## src/rtl/rf_multiport.sv

```systemverilog
// Multi-port register file for the decode stage: combinational read ports,
// one writeback port, and a per-register busy scoreboard with a pending count.
module rf_multiport #(
    parameter int DATA_WIDTH = 32,
    parameter int ADDR_WIDTH = 5,
    parameter int READ_PORTS = 2,
    parameter int BYPASS     = 1,
    parameter int ZERO_REG   = 1
) (
    input  logic                             clk,
    input  logic                             reset,
    input  logic [READ_PORTS*ADDR_WIDTH-1:0] read_addr,
    output logic [READ_PORTS*DATA_WIDTH-1:0] read_result,
    output logic [READ_PORTS-1:0]            read_busy,
    input  logic                             write_enable,
    input  logic [ADDR_WIDTH-1:0]            write_addr,
    input  logic [DATA_WIDTH-1:0]            write_data,
    input  logic                             reserve_enable,
    input  logic [ADDR_WIDTH-1:0]            reserve_addr,
    output logic [ADDR_WIDTH:0]              busy_count
);

    localparam int DEPTH = 1 << ADDR_WIDTH;
    localparam logic [ADDR_WIDTH:0] CNT_ONE = {{ADDR_WIDTH{1'b0}}, 1'b1};

    function automatic logic is_zero_reg(input logic [ADDR_WIDTH-1:0] a);
        return (ZERO_REG != 0) && (a == '0);
    endfunction

    logic [DATA_WIDTH-1:0] regs_q [DEPTH];
    logic [DEPTH-1:0]      busy_q;
    logic [DEPTH-1:0]      busy_d;
    logic [ADDR_WIDTH:0]   count_q;
    logic [ADDR_WIDTH:0]   count_d;

    logic wr_ok;
    logic rs_ok;
    logic cnt_inc;
    logic cnt_dec;

    assign wr_ok = write_enable && !is_zero_reg(write_addr);
    assign rs_ok = reserve_enable && !is_zero_reg(reserve_addr);

    // Reserve is applied after the write so a same-edge new producer keeps the flag set.
    always_comb begin
        busy_d = busy_q;
        if (wr_ok) begin
            busy_d[write_addr] = 1'b0;
        end
        if (rs_ok) begin
            busy_d[reserve_addr] = 1'b1;
        end
    end

    assign cnt_inc = rs_ok && !busy_q[reserve_addr];
    assign cnt_dec = wr_ok && busy_q[write_addr] && !(rs_ok && (reserve_addr == write_addr));

    always_comb begin
        count_d = count_q;
        if (cnt_inc && !cnt_dec) begin
            count_d = count_q + CNT_ONE;
        end else if (cnt_dec && !cnt_inc) begin
            count_d = count_q - CNT_ONE;
        end
    end

    always_ff @(posedge clk) begin
        if (reset) begin
            for (int i = 0; i < DEPTH; i++) begin
                regs_q[i] <= '0;
            end
            busy_q  <= '0;
            count_q <= '0;
        end else begin
            if (wr_ok) begin
                regs_q[write_addr] <= write_data;
            end
            busy_q  <= busy_d;
            count_q <= count_d;
        end
    end

    assign busy_count = count_q;

    for (genvar k = 0; k < READ_PORTS; k++) begin : g_read
        logic [ADDR_WIDTH-1:0] addr;
        logic                  hit;
        logic [DATA_WIDTH-1:0] rd_data;
        logic                  rd_busy;

        assign addr = read_addr[k*ADDR_WIDTH +: ADDR_WIDTH];
        assign hit  = (BYPASS != 0) && wr_ok && (write_addr == addr);

        always_comb begin
            rd_data = regs_q[addr];
            rd_busy = busy_q[addr];
            if (is_zero_reg(addr)) begin
                rd_data = '0;
                rd_busy = 1'b0;
            end else if (hit) begin
                rd_data = write_data;
                rd_busy = rs_ok && (reserve_addr == addr);
            end
        end

        assign read_result[k*DATA_WIDTH +: DATA_WIDTH] = rd_data;
        assign read_busy[k] = rd_busy;
    end

endmodule

```

## config.mk

```make
export PLATFORM = sky130hd
export DESIGN_NAME = rf_multiport
export DESIGN_NICKNAME = d
export VERILOG_FILES = /design/src/rtl/rf_multiport.sv
export SDC_FILE = /design/constraint.sdc
export NUM_CORES = 2
export LEC_CHECK = 0
export CORE_ASPECT_RATIO = 1.75
export CORE_MARGIN = 8
export CORE_UTILIZATION = 35
export CTS_CLUSTER_SIZE = 10
export DETAILED_ROUTE_END_ITERATION = 12
export PLACE_DENSITY = 0.61
export SYNTH_ARGS = -nofsm -noshare
export SYNTH_HDL_FRONTEND = slang
export SYNTH_SLANG_ARGS = --single-unit
export TNS_END_PERCENT = 1
```

## constraint.sdc

```tcl
create_clock -name clk -period 7.4 [get_ports clk]
set_clock_uncertainty 0.2 [all_clocks]
set_input_delay 1.11 -clock clk [delete_from_list [all_inputs] [get_ports clk]]
set_output_delay 1.11 -clock clk [all_outputs]
set_load 0.05 [all_outputs]
```

# Word-level counts from Yosys, hierarchy flattened
# Memories as Yosys holds them, arrays and structs flattened.
# Index checks and enable logic that the tools add are counted.
# Widths: inputs -> output; s select.
word_totals:
  ff_bits: 38
  ramBits: 1024
  output_inout_bits: 72
  elab_cells: 77
  memories: 1
memory_table:
  columns: ["memory", "words", "word_bits", "rd", "rd_clocked_by_memory_dff", "wr", "line_no", "text"]
  rows:
  - ["regs_q", 32, 32, 2, 0, 32, "30", "logic [DATA_WIDTH-1:0] regs_q [DEPTH];"]
classes:
  addsub: 2
  n_lt_le_gt_ge: 6
  n_eq_ne: 5
  n_mux: 32
  n_bitwise: 3
  n_reduce_logical: 26
ops:
  columns: ["operator", "count"]
  rows:
  - ["$mux 32", 7]
  - ["$and 32x32->32", 1]
  - ["$not 32->32", 1]
  - ["$or 32x32->32", 1]
  - ["$reduce_or 32->1", 1]
  - ["$eq 5x5->1", 5]
  - ["$lt 5x6->1 const B", 4]
  - ["$bmux 1 s5", 4]
  - ["$logic_not 5->1", 4]
  - ["$mux 1", 16]
  - ["$logic_and 1x1->1", 14]
  - ["$mux 6", 2]
  - ["$demux 1 s5", 2]
  - ["$ge 5x1->1 const B", 2]
  - ["$add 6x1->6 const B", 1]
  - ["$logic_not 1->1", 6]
  - ["$sub 6x1->6 const B", 1]
  - ["$mux 5", 1]
  - ["$reduce_bool 2->1", 1]

# Longest topological paths before layout
depth:
  depth_word: 9
  mapped_depth: 16
  ltp_nobuf: 14

# Worst setup path after synthesis
# No wires, ideal clock.
synth_timing:
  kind: "input port to output port"
  from: "input port read_addr[2]"
  to: "output port read_result[30]"
  arrival_time_ps: 3650
  t_required_ps: 6090
  path_slack_ps: 2440
  stages: 8
  n_path_buf: 4
  cell_sequence: "buf_2 > buf_2 > clkbuf_1 > clkbuf_1 > nor2_1 > o21ai_0 > a32oi_1 > a211oi_1"
synth_via:
  elab_chain_len: 4
  elab_cells_between_ends: 6
synth_rtl:
  columns: ["element", "line_no", "text"]
  rows:
  - ["start, declared", "12", "input logic [READ_PORTS*ADDR_WIDTH-1:0] read_addr,"]
  - ["branches (longest 3 deep; another with $mem_v2 32x32)", null, null]
  - ["$mux 32 *", "97", "if (is_zero_reg(addr)) begin"]
  - ["end, declared", "13", "output logic [READ_PORTS*DATA_WIDTH-1:0] read_result,"]
# Mark *: on every way between the ends.

# Final worst setup path
layout_timing:
  from: "input port write_addr[4]"
  to: "output port read_result[3]"
layout_via:
  elab_chain_len: 6
  elab_cells_between_ends: 7
layout_rtl:
  columns: ["element", "line_no", "text"]
  rows:
  - ["start, declared", "16", "input logic [ADDR_WIDTH-1:0] write_addr,"]
  - ["$logic_not 5->1", "27", "return (ZERO_REG != 0) && (a == '0);"]
  - ["$logic_not 1->1", "41", "assign wr_ok = write_enable && !is_zero_reg(write_addr);"]
  - ["$logic_and 1x1->1", "41", null]
  - ["$logic_and 1x1->1 *", "92", "assign hit = (BYPASS != 0) && wr_ok && (write_addr == addr);"]
  - ["$mux 32 *", "100", "end else if (hit) begin"]
  - ["$mux 32 *", "97", null]
# Mark *: on every way between the ends. The rest lies on a longest branch, timed or not.

==> impl_metrics.tcl <==
set metrics [dict create \
    worst_pin_slew_ps 1280 \
    critPathSlowestCell "clkdlybuf4s50_1" \
    num-nets-final 4113 \
    grt_pass1_wl_um 313200 \
    vias_per_cell 6.245 \
    grt_pass1_vias 40240 \
    wl_per_cell_um 36.23 \
    tritoncts "built" \
    io_buffer_count 127 \
    rows 198 \
    place_area_sq_mm 0.06250 \
    finalCritPeriodShare 0.9037 \
    cp-end-kind "output port" \
    status "finished with violations" \
    place_ws_ps 820.0 \
    ir_drop_v 0.0001807 \
    clock_path_buffers 3 \
    start_util 0.3518 \
    worst_hold_slack_ps 284.3 \
    clk_pin_slew_worst_paths_ps 60 \
    synth_cell_type_count 66 \
    synth.top_cells.by_count "1024 x edfxtp_1, 1006 x and2_1, 529 x mux4_2" \
    slowest_delay_ps 930 \
    required_ps 6090 \
    place_congestion 0.8908 \
    path_cells "clkdlybuf4s50_1 -> or3_4 -> o31ai_4 -> or3_1 -> buf_4 -> nor2_1 -> a211oi_1 -> clkdlybuf4s50_1" \
    cpLargestDelayFamily "buffers and inverters" \
    htree_num_levels 3 \
    pin_count 128 \
    worst_slack_ps 712.8 \
    route.met2.wl_um 111700 \
    final_area_sq_mm 0.06570 \
    ant_nets 0 \
    clock_sinks 1062 \
    grt_max_degree 90 \
    crit_type "in -> out" \
    drt_iter0_drc 5561 \
    core-area_sq_mm 0.1662 \
    maxUsedRoutingLayer "met4" \
    yosys.area.top_type_share 0.5258 \
    path_common_cell "clkdlybuf4s50_1" \
    die_w_um 325.0 \
    avgSynthCellArea_sq_um 14.51 \
    drv_cap 0 \
    fmax_mhz 149.5 \
    rsz0062_at_grt "no" \
    synth_edf_count 1024 \
    finalSetupTns_ps 0 \
    synth_top_flop_cell "edfxtp_1" \
    slew_headroom 0.1464 \
    cts_hold_buf 0 \
    hold_viol 0 \
    die_area_sq_mm 0.1809 \
    fp.dieH_um 556.7 \
    grtUsageTotal 0.2448 \
    ys_ff_latch 1062 \
    wl_met1_um 74490 \
    slew_viol_final 0 \
    crit_buf_inv 3 \
    start_kind "input pin" \
    vias 39370 \
    drt-total-wl_um 228400 \
    leakage_nw 22.24 \
    powerDensity_mw_per_mm2 223.8 \
    grt_overflow 0 \
    dpl.hpwl_um 138700 \
    final_util 0.3952 \
    async_reset_ff_frac 0 \
    areaGrowthSynthToFinish_pct 12.35 \
    netlist_top_cells_area "edfxtp_1 53%, mux4_2 20%, and2_1 11%" \
    finalSetupViolations 0 \
    antenna_found_initial 20 \
    yosys_warnings 0 \
    drc 1 \
    cp.arrival_ps 5380 \
    clk_latency_ps 760 \
    drive_above_1_share 0.2402 \
    cts_setup_buffers 0 \
    wl_met3_um 23220 \
    post-route-min-period_ps 6687 \
    root_buffer "clkbuf_16" \
    synth.most_common_cell "edfxtp_1" \
    crit_fanout 17 \
    violations "design-rule violations" \
    synth_top_area_cell "edfxtp_1" \
    ys_seq_area_frac 0.5389 \
    synth_cells 4031 \
    cts_resized 0 \
    first_pass_iters 11 \
    hold_path.class "reg -> reg" \
    syn_area_sq_mm 0.05848 \
    numCtsBuffers 116 \
]
==> per-stage QoR <==
| stage | instances | power (mW) |
|---|---|---|
| finish | 6305 | 14.70 |
| global placement | 6133 | 9.483 |
| detailed placement | 6133 | 9.520 |
| global route | 6294 | 15.01 |
| CTS | 6293 | 14.70 |
| floorplan | 4062 | 8.583 |
==> registers in the layout (all words and copies together) (netlist names) <==
| register | cells |
|---|---|
| busy_q | 32 |
| regs_q | 1024 |
| busy_count | 6 |
==> where the power goes <==
| group | leakage (nW) | internal [mW] | switching, mW |
|---|---|---|---|
| combinational | 10.6 | 0.903 | 1.42 |
| sequential | 10.1 | 6.93 | 0.173 |
| clock | 1.54 | 2.88 | 2.40 |
==> layout make-up <==
type	instances	area [sq um]
diodes	12	30.03
clock buffers	154	3109
clock inverters	6	55.05
fillers	15130	100500
inverters	38	147.6
multi-input cells	2531	25200
flip-flops and latches	1062	31510
well taps	2200	2753
repair buffers	302	2899
==> worst register-to-register path: stages (launching register included) <==
cell	delay, ps
dfxtp_1	370
mux4_2	470
mux4_2	450
nor2b_1	140
a211oi_1	310
ha_1	300
inv_1	150
ha_1	300
a21o_1	170
a21o_1	210
a211o_1	300
o211ai_1	120
xnor2_1	150
nor2_1	50
==> kinds of logic after synthesis <==
family	synth area share
simple gates	0.1347
flops	0.5389
mux	0.2345
buf+inv	0.03749
compound gates	0.04846
xor+xnor	0.004493
fa+ha+maj	0.001412
other cells	0.00006413
==> layer usage <==
layer,track usage,up-vias
met5,0,-
met4,0.1779,0
met3,0.05026,862
met2,0.4141,2971
met1,0.2742,20150
li1,-,15390
==> final timing paths <==
path	end	slack (ps)	cells after the start	from
worst max-delay path	read_result[3]	710	8	write_addr[4]
worst min-delay path	busy_count[3]$_SDFFE_PP0P_	280	2	busy_count[3]$_SDFFE_PP0P_
worst max register to register	busy_count[5]$_SDFFE_PP0P_	3560	13	busy_q[18]$_SDFF_PP0_
worst min register to register	busy_count[3]$_SDFFE_PP0P_	280	2	busy_count[3]$_SDFFE_PP0P_
==> cell usage in the layout (no fill, tap or decap), types with 18 or more instances in the layout <==
cell / instances
edfxtp_1: 1024
and2_1: 1006
mux4_2: 529
buf_4: 174
nand2_1: 147
mux2i_1: 138
clkbuf_16: 119
clkdlybuf4s50_1: 94
nor2_1: 70
o21ai_0: 69
a211oi_1: 53
a21oi_1: 49
dfxtp_1: 38
mux2_2: 37
a221o_1: 36
clkbuf_1: 35
inv_1: 33
nor2_4: 32
conb_1: 32
o22ai_1: 31
a22oi_1: 29
a21o_2: 29
buf_12: 29
a221oi_1: 24
nor2b_1: 22
o21ai_1: 20
a31oi_1: 18
nand3_1: 18
Power figures use the tool's default switching activity.
